### config.mk
export PLATFORM = sky130hd
export DESIGN_NAME = ps_gesture_detect
export DESIGN_NICKNAME = d
export VERILOG_FILES = /design/src/rtl/ps_gesture_pkg.sv /design/src/rtl/ps_chan_filt.sv /design/src/rtl/ps_gesture_detect.sv
export SDC_FILE = /design/constraint.sdc
export NUM_CORES = 1
export LEC_CHECK = 0
export ABC_AREA = 1
export CORE_MARGIN = 3
export CORE_UTILIZATION = 35
export DETAILED_ROUTE_END_ITERATION = 16
export PLACE_DENSITY_LB_ADDON = 0.3
export RECOVER_POWER = 50
export SLEW_MARGIN = 5
export SYNTH_ARGS = -nofsm -noshare
export SYNTH_HDL_FRONTEND = slang
export SYNTH_HIERARCHICAL = 1
export SYNTH_SLANG_ARGS = --single-unit
### constraint.sdc
create_clock -name CLK_50 -period 3.4 [get_ports CLK_50]
set_clock_uncertainty 0.2 [all_clocks]
set_input_delay 0.85 -clock CLK_50 [delete_from_list [all_inputs] [get_ports CLK_50]]
set_output_delay 0.85 -clock CLK_50 [all_outputs]
set_load 0.05 [all_outputs]
### src/rtl/ps_gesture_pkg.sv
// Shared gesture codes, FSM states and channel-index helpers
// for the Si114x proximity gesture detector.
package ps_gesture_pkg;

    localparam logic [2:0] G_NONE  = 3'd0;
    localparam logic [2:0] G_LR    = 3'd1;
    localparam logic [2:0] G_RL    = 3'd2;
    localparam logic [2:0] G_DOWN  = 3'd3;
    localparam logic [2:0] G_UP    = 3'd4;
    localparam logic [2:0] G_HOVER = 3'd5;

    typedef enum logic [1:0] {
        S_IDLE   = 2'd0,
        S_TRACK  = 2'd1,
        S_REPORT = 2'd2,
        S_HOLD   = 2'd3
    } gst_state_t;

    // Channel index 1..3 of the lowest set bit (0 when none set)
    function automatic logic [1:0] low_idx(input logic [2:0] v);
        logic [1:0] r;
        r = 2'd0;
        if (v[0])      r = 2'd1;
        else if (v[1]) r = 2'd2;
        else if (v[2]) r = 2'd3;
        return r;
    endfunction

    // Channel index 1..3 of the highest set bit (0 when none set)
    function automatic logic [1:0] high_idx(input logic [2:0] v);
        logic [1:0] r;
        r = 2'd0;
        if (v[2])      r = 2'd3;
        else if (v[1]) r = 2'd2;
        else if (v[0]) r = 2'd1;
        return r;
    endfunction

    // Swipe direction from the first and last channels that went NEAR
    function automatic logic [2:0] classify(input logic [1:0] first,
                                            input logic [1:0] last);
        logic [2:0] c;
        c = G_NONE;
        if (first == 2'd1 && last == 2'd2)      c = G_LR;
        else if (first == 2'd2 && last == 2'd1) c = G_RL;
        else if (first == 2'd3)                 c = G_DOWN;
        else if (last == 2'd3)                  c = G_UP;
        return c;
    endfunction

endpackage

### src/rtl/ps_chan_filt.sv
// One proximity channel: first-order IIR filter with clamp,
// followed by a NEAR/FAR hysteresis flag updated one cycle later.
module ps_chan_filt #(
    parameter int          AVG_SHIFT = 2,
    parameter logic [15:0] TH_ON     = 16'd2000,
    parameter logic [15:0] TH_OFF    = 16'd1500
) (
    input  logic        clk,
    input  logic        rst_n,
    input  logic        stb,
    input  logic [15:0] din,
    output logic [15:0] dout,
    output logic        near
);

    logic               loaded;
    logic               stb_q;
    logic signed [16:0] diff;
    logic signed [16:0] step;
    logic signed [17:0] sum;
    logic        [15:0] f_next;

    // F + (X-F)>>>AVG_SHIFT, saturated to the unsigned 16-bit range
    always_comb begin
        diff = $signed({1'b0, din}) - $signed({1'b0, dout});
        step = diff >>> AVG_SHIFT;
        sum  = $signed({2'b00, dout}) + $signed({step[16], step});
        if (sum[17])      f_next = 16'd0;
        else if (sum[16]) f_next = 16'hFFFF;
        else              f_next = sum[15:0];
    end

    // Filter state; the first sample after reset seeds it directly
    always_ff @(posedge clk or negedge rst_n) begin
        if (!rst_n) begin
            dout   <= 16'd0;
            loaded <= 1'b0;
        end else if (stb) begin
            dout   <= loaded ? f_next : din;
            loaded <= 1'b1;
        end
    end

    // Hysteresis flag follows the freshly updated filter value
    always_ff @(posedge clk or negedge rst_n) begin
        if (!rst_n) begin
            stb_q <= 1'b0;
            near  <= 1'b0;
        end else begin
            stb_q <= stb;
            if (stb_q) begin
                if (dout >= TH_ON)      near <= 1'b1;
                else if (dout < TH_OFF) near <= 1'b0;
            end
        end
    end

endmodule

### src/rtl/ps_gesture_detect.sv
// Proximity gesture detector: toggle synchroniser, sample capture,
// three channel filters and the swipe/hover classification FSM.
module ps_gesture_detect
    import ps_gesture_pkg::*;
#(
    parameter int          AVG_SHIFT   = 2,
    parameter logic [15:0] TH_ON       = 16'd2000,
    parameter logic [15:0] TH_OFF      = 16'd1500,
    parameter int          TIMEOUT_SMP = 32,
    parameter int          HOVER_SMP   = 64
) (
    input  logic        CLK_50,
    input  logic        RESET_N,
    input  logic        SAMPLE_TGL,
    input  logic [15:0] PS1_DATA,
    input  logic [15:0] PS2_DATA,
    input  logic [15:0] PS3_DATA,
    output logic [15:0] PS1_FILT,
    output logic [15:0] PS2_FILT,
    output logic [15:0] PS3_FILT,
    output logic [2:0]  NEAR,
    output logic        SAMPLE_STB,
    output logic        GESTURE_VALID,
    output logic [2:0]  GESTURE_CODE,
    output logic [15:0] SAMPLE_CNT
);

    logic        tgl_s1, tgl_s2, tgl_s3;
    logic        tgl_edge;
    logic [15:0] cap1, cap2, cap3;
    logic        stb_d1, stb_d2;
    logic        smp;

    gst_state_t  state, state_n;
    logic [1:0]  first, first_n;
    logic [1:0]  last, last_n, last_t;
    logic [2:0]  prev_near, prev_n;
    logic [2:0]  rise;
    logic [15:0] tcnt, tcnt_n, t_inc;
    logic [15:0] hcnt, hcnt_n, h_inc;
    logic [2:0]  code_n, g;
    logic        gv_n;

    assign tgl_edge = tgl_s2 ^ tgl_s3;
    assign smp      = stb_d2;

    // Two-flop synchroniser plus history flop for edge detection
    always_ff @(posedge CLK_50 or negedge RESET_N) begin
        if (!RESET_N) begin
            tgl_s1 <= 1'b0;
            tgl_s2 <= 1'b0;
            tgl_s3 <= 1'b0;
        end else begin
            tgl_s1 <= SAMPLE_TGL;
            tgl_s2 <= tgl_s1;
            tgl_s3 <= tgl_s2;
        end
    end

    // Capture the stable PS set, pulse the strobe and count samples
    always_ff @(posedge CLK_50 or negedge RESET_N) begin
        if (!RESET_N) begin
            SAMPLE_STB <= 1'b0;
            SAMPLE_CNT <= 16'd0;
            cap1       <= 16'd0;
            cap2       <= 16'd0;
            cap3       <= 16'd0;
        end else begin
            SAMPLE_STB <= tgl_edge;
            if (tgl_edge) begin
                SAMPLE_CNT <= SAMPLE_CNT + 16'd1;
                cap1       <= PS1_DATA;
                cap2       <= PS2_DATA;
                cap3       <= PS3_DATA;
            end
        end
    end

    // Strobe delay line aligning the FSM with settled NEAR flags
    always_ff @(posedge CLK_50 or negedge RESET_N) begin
        if (!RESET_N) begin
            stb_d1 <= 1'b0;
            stb_d2 <= 1'b0;
        end else begin
            stb_d1 <= SAMPLE_STB;
            stb_d2 <= stb_d1;
        end
    end

    ps_chan_filt #(
        .AVG_SHIFT (AVG_SHIFT),
        .TH_ON     (TH_ON),
        .TH_OFF    (TH_OFF)
    ) u_ch1 (
        .clk   (CLK_50),
        .rst_n (RESET_N),
        .stb   (SAMPLE_STB),
        .din   (cap1),
        .dout  (PS1_FILT),
        .near  (NEAR[0])
    );

    ps_chan_filt #(
        .AVG_SHIFT (AVG_SHIFT),
        .TH_ON     (TH_ON),
        .TH_OFF    (TH_OFF)
    ) u_ch2 (
        .clk   (CLK_50),
        .rst_n (RESET_N),
        .stb   (SAMPLE_STB),
        .din   (cap2),
        .dout  (PS2_FILT),
        .near  (NEAR[1])
    );

    ps_chan_filt #(
        .AVG_SHIFT (AVG_SHIFT),
        .TH_ON     (TH_ON),
        .TH_OFF    (TH_OFF)
    ) u_ch3 (
        .clk   (CLK_50),
        .rst_n (RESET_N),
        .stb   (SAMPLE_STB),
        .din   (cap3),
        .dout  (PS3_FILT),
        .near  (NEAR[2])
    );

    // Gesture FSM state and track bookkeeping registers
    always_ff @(posedge CLK_50 or negedge RESET_N) begin
        if (!RESET_N) begin
            state         <= S_IDLE;
            first         <= 2'd0;
            last          <= 2'd0;
            prev_near     <= 3'd0;
            tcnt          <= 16'd0;
            hcnt          <= 16'd0;
            GESTURE_VALID <= 1'b0;
            GESTURE_CODE  <= G_NONE;
        end else begin
            state         <= state_n;
            first         <= first_n;
            last          <= last_n;
            prev_near     <= prev_n;
            tcnt          <= tcnt_n;
            hcnt          <= hcnt_n;
            GESTURE_VALID <= gv_n;
            GESTURE_CODE  <= code_n;
        end
    end

    // Next-state logic; the timeout only ages while not all three
    // channels are NEAR, so a hover can outlast the swipe window
    always_comb begin
        state_n = state;
        first_n = first;
        last_n  = last;
        prev_n  = prev_near;
        tcnt_n  = tcnt;
        hcnt_n  = hcnt;
        code_n  = GESTURE_CODE;
        gv_n    = 1'b0;
        rise    = NEAR & ~prev_near;
        t_inc   = tcnt + 16'd1;
        h_inc   = (NEAR == 3'b111) ? hcnt + 16'd1 : 16'd0;
        last_t  = (rise != 3'd0) ? high_idx(rise) : last;
        g       = classify(first, last_t);
        if (smp) prev_n = NEAR;
        unique case (state)
            S_IDLE: begin
                if (smp && NEAR != 3'd0) begin
                    state_n = S_TRACK;
                    first_n = low_idx(NEAR);
                    last_n  = low_idx(NEAR);
                    tcnt_n  = 16'd0;
                    hcnt_n  = (NEAR == 3'b111) ? 16'd1 : 16'd0;
                end
            end
            S_TRACK: begin
                if (smp) begin
                    last_n = last_t;
                    if (NEAR == 3'd0) begin
                        state_n = S_REPORT;
                        if (g != G_NONE) begin
                            gv_n   = 1'b1;
                            code_n = g;
                        end
                    end else if (h_inc == 16'(HOVER_SMP)) begin
                        state_n = S_REPORT;
                        gv_n    = 1'b1;
                        code_n  = G_HOVER;
                    end else if (NEAR != 3'b111 &&
                                 t_inc == 16'(TIMEOUT_SMP)) begin
                        state_n = S_HOLD;
                    end else begin
                        hcnt_n = h_inc;
                        if (NEAR != 3'b111) tcnt_n = t_inc;
                    end
                end
            end
            S_REPORT: state_n = S_HOLD;
            S_HOLD: begin
                if (smp && NEAR == 3'd0) state_n = S_IDLE;
            end
            default: state_n = S_IDLE;
        endcase
    end

endmodule

# Word level (Yosys, flattened, before mapping)
# Index checks and enable logic that the tools add are counted.
# totals
elab_cells	148
ff_bits	167
# op_classes
bitwise_logic	3
addsub	9
mux	59
order_cmp	6
reduce_logical	24
n_eq_ne	22
# op_table
operator	count
$mux 16	21
$pmux 16 s2	2
$add 17x15->18	3
$sub 16x16->17	3
$add 16x1->16 const B	3
$ge 16x11->1 const B	3
$lt 16x11->1 const B	3
$mux 2	14
$mux 3	7
$eq 16x6->1 const B	1
$eq 16x7->1 const B	1
$ne 2x2->1 const B	7
$mux 1	13
$eq 2x2->1 const B	6
$reduce_bool 2->1	5
$reduce_bool 3->1	3
$pmux 2 s4	1
$reduce_and 2->1	4
$reduce_and 4->1	2
$reduce_and 7->1	1
$eq 2x1->1 const B	3
$reduce_and 6->1	1
$logic_and 1x1->1	5
$ne 4x4->1 const B	1
other kinds (10)	10

# Longest topological paths before layout
# Gate-level depths: netlist of run 1.
# depth
word_depth	16
mapped_depth	26

# Modules after synthesis
# The synthesis of run 1 kept the hierarchy.
# modules_own_cells
module	n_inst	cells_per_inst	area_each_um2
ps_gesture_detect	1	664	5811.8
ps_chan_filt at u_ch2 ...	2	428	2854.0
ps_chan_filt at u_ch1	1	433	2940.3

# Least setup slack after synthesis of run 1
# Ideal clock, no wire load.
# synth_path
path_kind	register to register
startpoint	register u_ch1.dout[1]
endpoint	register u_ch1.dout[15]
setup_ps	122
stages_incl_launch_ff	24
slack_ps	-355
required_time_ps	3078
arrival_ps	3434
synth_period_minus_slack_ps	3755
path_cell_list	dfrtp_1 > inv_1 > ha_1 > nand2_1 > nand2_2 > nand2_1 > nand2_1 > a21oi_1 > nor2_1 > nor2_1 > o21bai_1 > xor2_1 > ha_1 > a21oi_1 > nand2_1 > nand2_1 > nand2_1 > a21oi_2 > inv_1 > nand2_4 > buf_2 > nand3_1 > nand2_4 > a21oi_2
# synth_between
elab_chain_len	5
# synth_lines
element	line_no	source
start: declaration	ps_chan_filt.sv:12	output logic [15:0] dout,
start signal: assignment	ps_chan_filt.sv:39	dout <= loaded ? f_next : din;
$sub 16x16->17	ps_chan_filt.sv:25	diff = $signed({1'b0, din}) - $signed({1'b0, dout});
$add 17x15->18 *	ps_chan_filt.sv:27	sum = $signed({2'b00, dout}) + $signed({step[16], step});
$mux 16	ps_chan_filt.sv:29	else if (sum[16]) f_next = 16'hFFFF;
$mux 16 *	ps_chan_filt.sv:28	if (sum[17]) f_next = 16'd0;
$mux 16 *	ps_chan_filt.sv:39	
# Every way passes the cells marked *; elsewhere a longest branch is shown, timed or not.
# A chain may end at the register's enable or synchronous reset.

# Worst setup path after layout of run 1
# layout_path
startpoint	register u_ch1.dout[7]
endpoint	register u_ch1.dout[10]
# Same word-level chain as after synthesis.

==> results of run 1 <==
==> layout by cell type, fill, tap and decap left out, types with 18 or more instances in the layout <==
cell / count
nand2_1: 411
buf_4: 272
inv_1: 187
nor2_1: 170
dfrtp_1: 130
clkdlybuf4s50_1: 120
nand3_1: 119
a21oi_1: 102
a21oi_2: 88
ha_1: 78
nand2_4: 69
nand2_2: 50
mux2_2: 49
xnor2_1: 48
dfrtp_2: 42
nand3_2: 37
o21ai_0: 36
xor2_1: 36
nand4_1: 30
inv_2: 29
ha_4: 21
nand3b_1: 19
clkbuf_16: 19
nor3_1: 18
==> sequential cells by signal, summed over array words and instances (netlist names), 2 cells and up <==
signal	flops
cap1	16
first	2
SAMPLE_CNT	16
cap3	16
tcnt	16
u_ch2/dout	16
state	2
last	2
u_ch3/dout	16
cap2	16
prev_near	3
GESTURE_CODE	3
hcnt	16
u_ch1/dout	16
==> worst paths after layout <==
kind	cells after the start	start	endpoint	slack (ps)
max	20	u_ch1/dout[7]	u_ch1/dout[10]	-160
min	0	tgl_s1	tgl_s2	150
max reg2reg	20	u_ch1/dout[7]	u_ch1/dout[10]	-160
min reg2reg	0	tgl_s1	tgl_s2	150
max in group asynchronous	2	RESET_N	u_ch2/dout[15]	410
min in group asynchronous	1	RESET_N	tcnt[2]	580
==> cell families after synthesis <==
family,after synthesis
adder cells (fa/ha/maj),109
AO/OA/AOI/OAI,294
flip-flops,172
multiplexers,49
XOR/XNOR,86
buffers and inverters,270
AND/OR/NAND/NOR,973
==> critical path, cell delays in order, from the launching register on <==
cell	delay, ps
dfrtp_2	410
inv_2	80
ha_4	210
a21oi_2	140
a21boi_4	200
nand2_4	70
a21oi_2	150
nor2_1	60
nor2_1	120
xor2_1	230
ha_1	330
a21oi_2	190
o21ai_2	90
a21oi_2	210
nand3_4	130
nand2_4	90
nand2_4	70
nor2_8	180
buf_12	170
nand2_4	50
a21oi_2	110
==> synthesized netlist by cell type (all sizes together) (21+ instances only) <==
master,n,share of area
nor3,21,0.0076
mux2,49,0.038
a21oi,199,0.080
nand4,30,0.013
ha,106,0.092
nor2,200,0.059
nand3,163,0.059
o21ai,52,0.018
nand2,529,0.16
inv,216,0.056
xnor2,50,0.030
clkbuf,21,0.0055
xor2,36,0.022
dfrtp,172,0.30
==> per-stage QoR <==
step / cell area [µm²] / hold slack, ps
final: 20400 / 154
after global routing: 20400 / 157
after CTS: 19800 / 154
after detailed placement: 18600 / 139
after global placement: 18600 / 132
after floorplan: 15000 / 131
==> area by class of cell <==
| class | count | area, µm² |
|---|---|---|
| Tap cell | 525 | 657 |
| Multi-Input combinational cell | 1513 | 10300 |
| Fill cell | 3802 | 19900 |
| Clock inverter | 13 | 141 |
| Inverter | 230 | 867 |
| Sequential cell | 172 | 4360 |
| Timing Repair Buffer | 421 | 3630 |
| Clock buffer | 19 | 433 |
==> metal layers <==
| metal | global-route usage | vias to the layer above |
|---|---|---|
| met5 | 0 | - |
| met4 | 0.0533 | 4 |
| met3 | 0.0390 | 57 |
| met2 | 0.328 | 324 |
| met1 | 0.257 | 6887 |
| li1 | - | 7219 |
==> repair_timing <==
item,in CTS,in global routing
buffers inserted,26,22
endpoints found under the setup margin,48,48
resized for setup,76,129
gates cloned,2,3
pin swaps,44,65
==> impl_metrics.json, run 1 <==
{
  "wire_per_inst_um": 15.4,
  "drive_above_1_share": 0.334,
  "synth_top_family_by_area": "simple AND/OR/NAND/NOR gates",
  "layout.cells.non_filler": 2893,
  "cts_tree": "yes",
  "syn2layout_area_growth_pct": 41.0,
  "io_pins": 123,
  "cp-start-kind": "flop",
  "track_usage": 0.195,
  "wl_met2_um": 21100,
  "first_iter_violations": 799,
  "vias": 14500,
  "ys_ff_latch": 172,
  "viasPerCell": 5.01,
  "grt_pass1_wl_um": 71100,
  "synthXorXnorAreaFrac": 0.0521,
  "num_rows": 73,
  "fin_nets": 2515,
  "start_util": 0.359,
  "rsz0062_at_grt": "yes",
  "synth_fa_ha_area_frac": 0.0959,
  "status": "finished, violations left",
  "clkTransAtPathRegs_ps": 70,
  "antenna_found_initial": 3,
  "fmax_mhz": 281,
  "fin_crit_ps": 3560,
  "chipWidth_um": 209,
  "gp_congestion": 0.930,
  "antenna_left": 0,
  "seq_area_frac_synth": 0.298,
  "async_flop_share": 1.00,
  "failed_checks": "max-capacitance violations, max-slew violations, negative setup slack",
  "muxShareOfSynthArea": 0.0382,
  "worstMarginPinSlew_ps": 1590,
  "setup_tns_ps": -3520,
  "yosys_warnings": 6,
  "cts_root_buffer": "clkbuf_16",
  "crit_path_end_kind": "flop",
  "maxCapViolations": 2,
  "postSynthCellCount": 1953,
  "hpwl_um": 33700,
  "hold_buffers": 0,
  "slew_violations": 86,
  "cp_max_fo": 7,
  "synth_simple_gate_area_frac": 0.319,
  "cts_max_level": 4,
  "ys.flop_type": "dfrtp_1",
  "synth_compound_area_frac": 0.122,
  "grt.overflow.total": 0,
  "antenna_cells": 0,
  "insertion_delay_ps": 450,
  "worst_slack_ps": -161,
  "cts.sinks": 172,
  "fp.dieH_um": 209,
  "pre_cts_ws_ps": -208,
  "hp-class": "reg2reg",
  "setup_violations": 43,
  "grt_max_degree": 58,
  "syn_nets": 2113,
  "numCtsBuffers": 17,
  "wl_met1_um": 20400,
  "grt_pass1_vias": 14300,
  "slew_headroom": -0.0568,
  "fin_util": 0.506,
  "clock_path_buffers": 2,
  "cp.required_ps": 3570,
  "finalHoldViolCount": 0,
  "postSynthAreaPerCell_um2": 7.40,
  "synth_edf_count": 0,
  "met3_wirelength_um": 2270,
  "ys_types": 49,
  "drt_pass1_iterations": 6,
  "drcViolationCount": 0,
  "dp.cells": 2811,
  "die_area_mm2": 0.0438,
  "period_share": 1.05,
  "arrival_ps": 3730,
  "routed_wl_um": 44700,
  "numPortBuffers": 122,
  "core_mm2": 0.0403,
  "routed.top_layer": "met5",
  "syn-cell-area_mm2": 0.0145,
  "path_class": "reg2reg"
}
Power of run 1 is left out: the tool's default activity adds up to more than one toggle a clock period on the data nets, which glitch-free logic cannot reach.
==> run 2: changes to the inputs <==
==> constraint.sdc (replaced) <==
create_clock -name CLK_50 -period 3.8 [get_ports CLK_50]
set_clock_uncertainty 0.2 [all_clocks]
set_input_delay 0.95 -clock CLK_50 [delete_from_list [all_inputs] [get_ports CLK_50]]
set_output_delay 0.95 -clock CLK_50 [all_outputs]
set_load 0.05 [all_outputs]
==> run 2 against run 1 <==
Compared with the run above: the flow finishes with violations (max-capacitance violations, max-slew violations); setup slack better by 310 ps; final area shrank 13%; critical path depth decreased by 3; critical path type unchanged; via count down 6.1%; global-route usage down 0.81 points; cell count is 7.7% lower.
==> impl_metrics.json, run 2 (synthesis results as in run 1) <==
{
  "status": "finished, violations left",
  "failed_checks": "max-capacitance violations, max-slew violations",
  "reg2reg_to": "u_ch3/dout[1]",
  "antenna_found_initial": 0,
  "slew_violations": 78,
  "numCtsBuffers": 17,
  "wire_per_inst_um": 15.8,
  "rsz0062_at_grt": "yes",
  "slowest_delay_ps": 410,
  "drt_pass1_iterations": 5,
  "start_util": 0.359,
  "arrival_ps": 3790,
  "vias": 13600,
  "fmax_mhz": 274,
  "stdcell_area_mm2": 0.0178,
  "clkTransAtPathRegs_ps": 70,
  "final_cell_mix": "nand2_1, inv_1, nor2_1",
  "syn2layout_area_growth_pct": 23.3,
  "chipWidth_um": 209,
  "fin_util": 0.443,
  "fin_crit_ps": 3650,
  "slew_headroom": -0.185,
  "antenna_cells": 0,
  "setup_tns_ps": 0,
  "cts_tree": "yes",
  "finalHoldViolCount": 0,
  "drive_above_1_share": 0.187,
  "hpwl_um": 31500,
  "cp_max_fo": 16,
  "insertion_delay_ps": 450,
  "grt_pass1_wl_um": 68000,
  "whs_path_depth": 0,
  "path_cells": "ha_1, a21oi_1, o21bai_1, a221oi_1, nand2_1, xor2_1, ha_1, nand2_1, nand2_1, a21oi_1, nand2_1, a21oi_4, inv_2, nand2_8, nand3b_1, nand2_4, a21oi_2",
  "track_usage": 0.187,
  "cp-start-kind": "flop",
  "postPlaceCellArea_mm2": 0.0167,
  "hp-class": "reg2reg",
  "cts_max_level": 4,
  "period_share": 0.960,
  "grt.overflow.total": 0,
  "hp-start": "stb_d1",
  "routed_wl_um": 42300,
  "antenna_left": 0,
  "ff2ff_path_depth": 17,
  "worst_slack_ps": 152,
  "critPathSlowestCell": "dfrtp_1",
  "cp_common_cell": "nand2_1",
  "min_to": "smp",
  "path_class": "reg2reg",
  "fp.dieH_um": 209,
  "first_iter_violations": 882,
  "numPortBuffers": 122,
  "die_area_mm2": 0.0438,
  "viasPerCell": 5.10,
  "grt_pass1_vias": 13300,
  "io_pins": 123,
  "mostFrequentLayoutCell": "nand2_1",
  "r2r-start": "cap3[12]",
  "drcViolationCount": 0,
  "grt_max_degree": 63,
  "cts_root_buffer": "clkbuf_16",
  "crit_path_end_kind": "flop",
  "r2r_slack_ps": 150,
  "pre_cts_ws_ps": -44.4,
  "path_delay_family": "compound AO/OA/AOI/OAI gates",
  "maxCapViolations": 2,
  "cp.required_ps": 3940,
  "core_mm2": 0.0403,
  "clock_path_buffers": 2,
  "path_buf_inv": 1,
  "fin_nets": 2292,
  "gp_congestion": 0.935,
  "hold_buffers": 0,
  "cts.sinks": 172,
  "worstMarginPinSlew_ps": 1770,
  "num_rows": 73,
  "setup_violations": 0
}
-- run 2: changes by cell type in the layout (fill, tap and decap cells not counted), moves of 9 or more --
| cell | before | now |
|---|---|---|
| nand3_1 | 119 | 154 |
| ha_1 | 78 | 87 |
| dfrtp_2 | 42 | 2 |
| ha_4 | 21 | 10 |
| nand2_1 | 411 | 441 |
| dfrtp_1 | 130 | 170 |
| a21oi_1 | 102 | 137 |
| buf_4 | 272 | 64 |
| a21oi_2 | 88 | 54 |
| nand2_4 | 69 | 40 |
| nand3_2 | 37 | 8 |
-- run 2: timing repair --
action,CTS,global route
gates cloned,0,3
resized for setup,2,93
endpoints found under the setup margin,21,48
pin swaps,0,27
buffers inserted,1,10
-- run 2: layout make-up --
type,instances,area [µm²]
timing repair buffer,198,1900
sequential,172,4310
clock buffer,17,425
clock inverter,14,163
multi-input combinational,1513,9510
inverter,230,863
tap,525,657
fill,4003,22500
-- run 2: worst max path at each step --
stage | from | to | depth (start not counted)
global route | cap1[1] | u_ch1/dout[9] | 21
floorplan | u_ch1/dout[1] | u_ch1/dout[15] | 23
detailed placement | u_ch2/dout[2] | u_ch2/dout[8] | 23
global placement | u_ch1/dout[7] | u_ch1/dout[12] | 20
CTS | u_ch2/dout[2] | u_ch2/dout[6] | 23
finish | cap3[12] | u_ch3/dout[1] | 17
-- run 2: per-stage QoR --
step	cells	hold WS, ps
5_1_grt	2669	163
3_3_place_gp	2624	132
2_1_floorplan	1953	131
4_1_cts	2656	160
3_5_place_dp	2624	136
6_report	2669	161
-- run 2: worst register-to-register path: stages, from the launching register on --
cell and delay, ps:
dfrtp_1 410, ha_1 390, a21oi_1 310, o21bai_1 100
a221oi_1 300, nand2_1 110, xor2_1 160, ha_1 380
nand2_1 100, nand2_1 70, a21oi_1 140, nand2_1 110
a21oi_4 230, inv_2 100, nand2_8 130, nand3b_1 150
nand2_4 100, a21oi_2 50
-- run 2: layer usage --
layer  part of all wire  GRT usage
met5                  0          0
met4              0.018     0.0457
met3              0.053     0.0371
met2               0.47      0.310
met1               0.46      0.253
Power of run 2 is left out for the same reason.
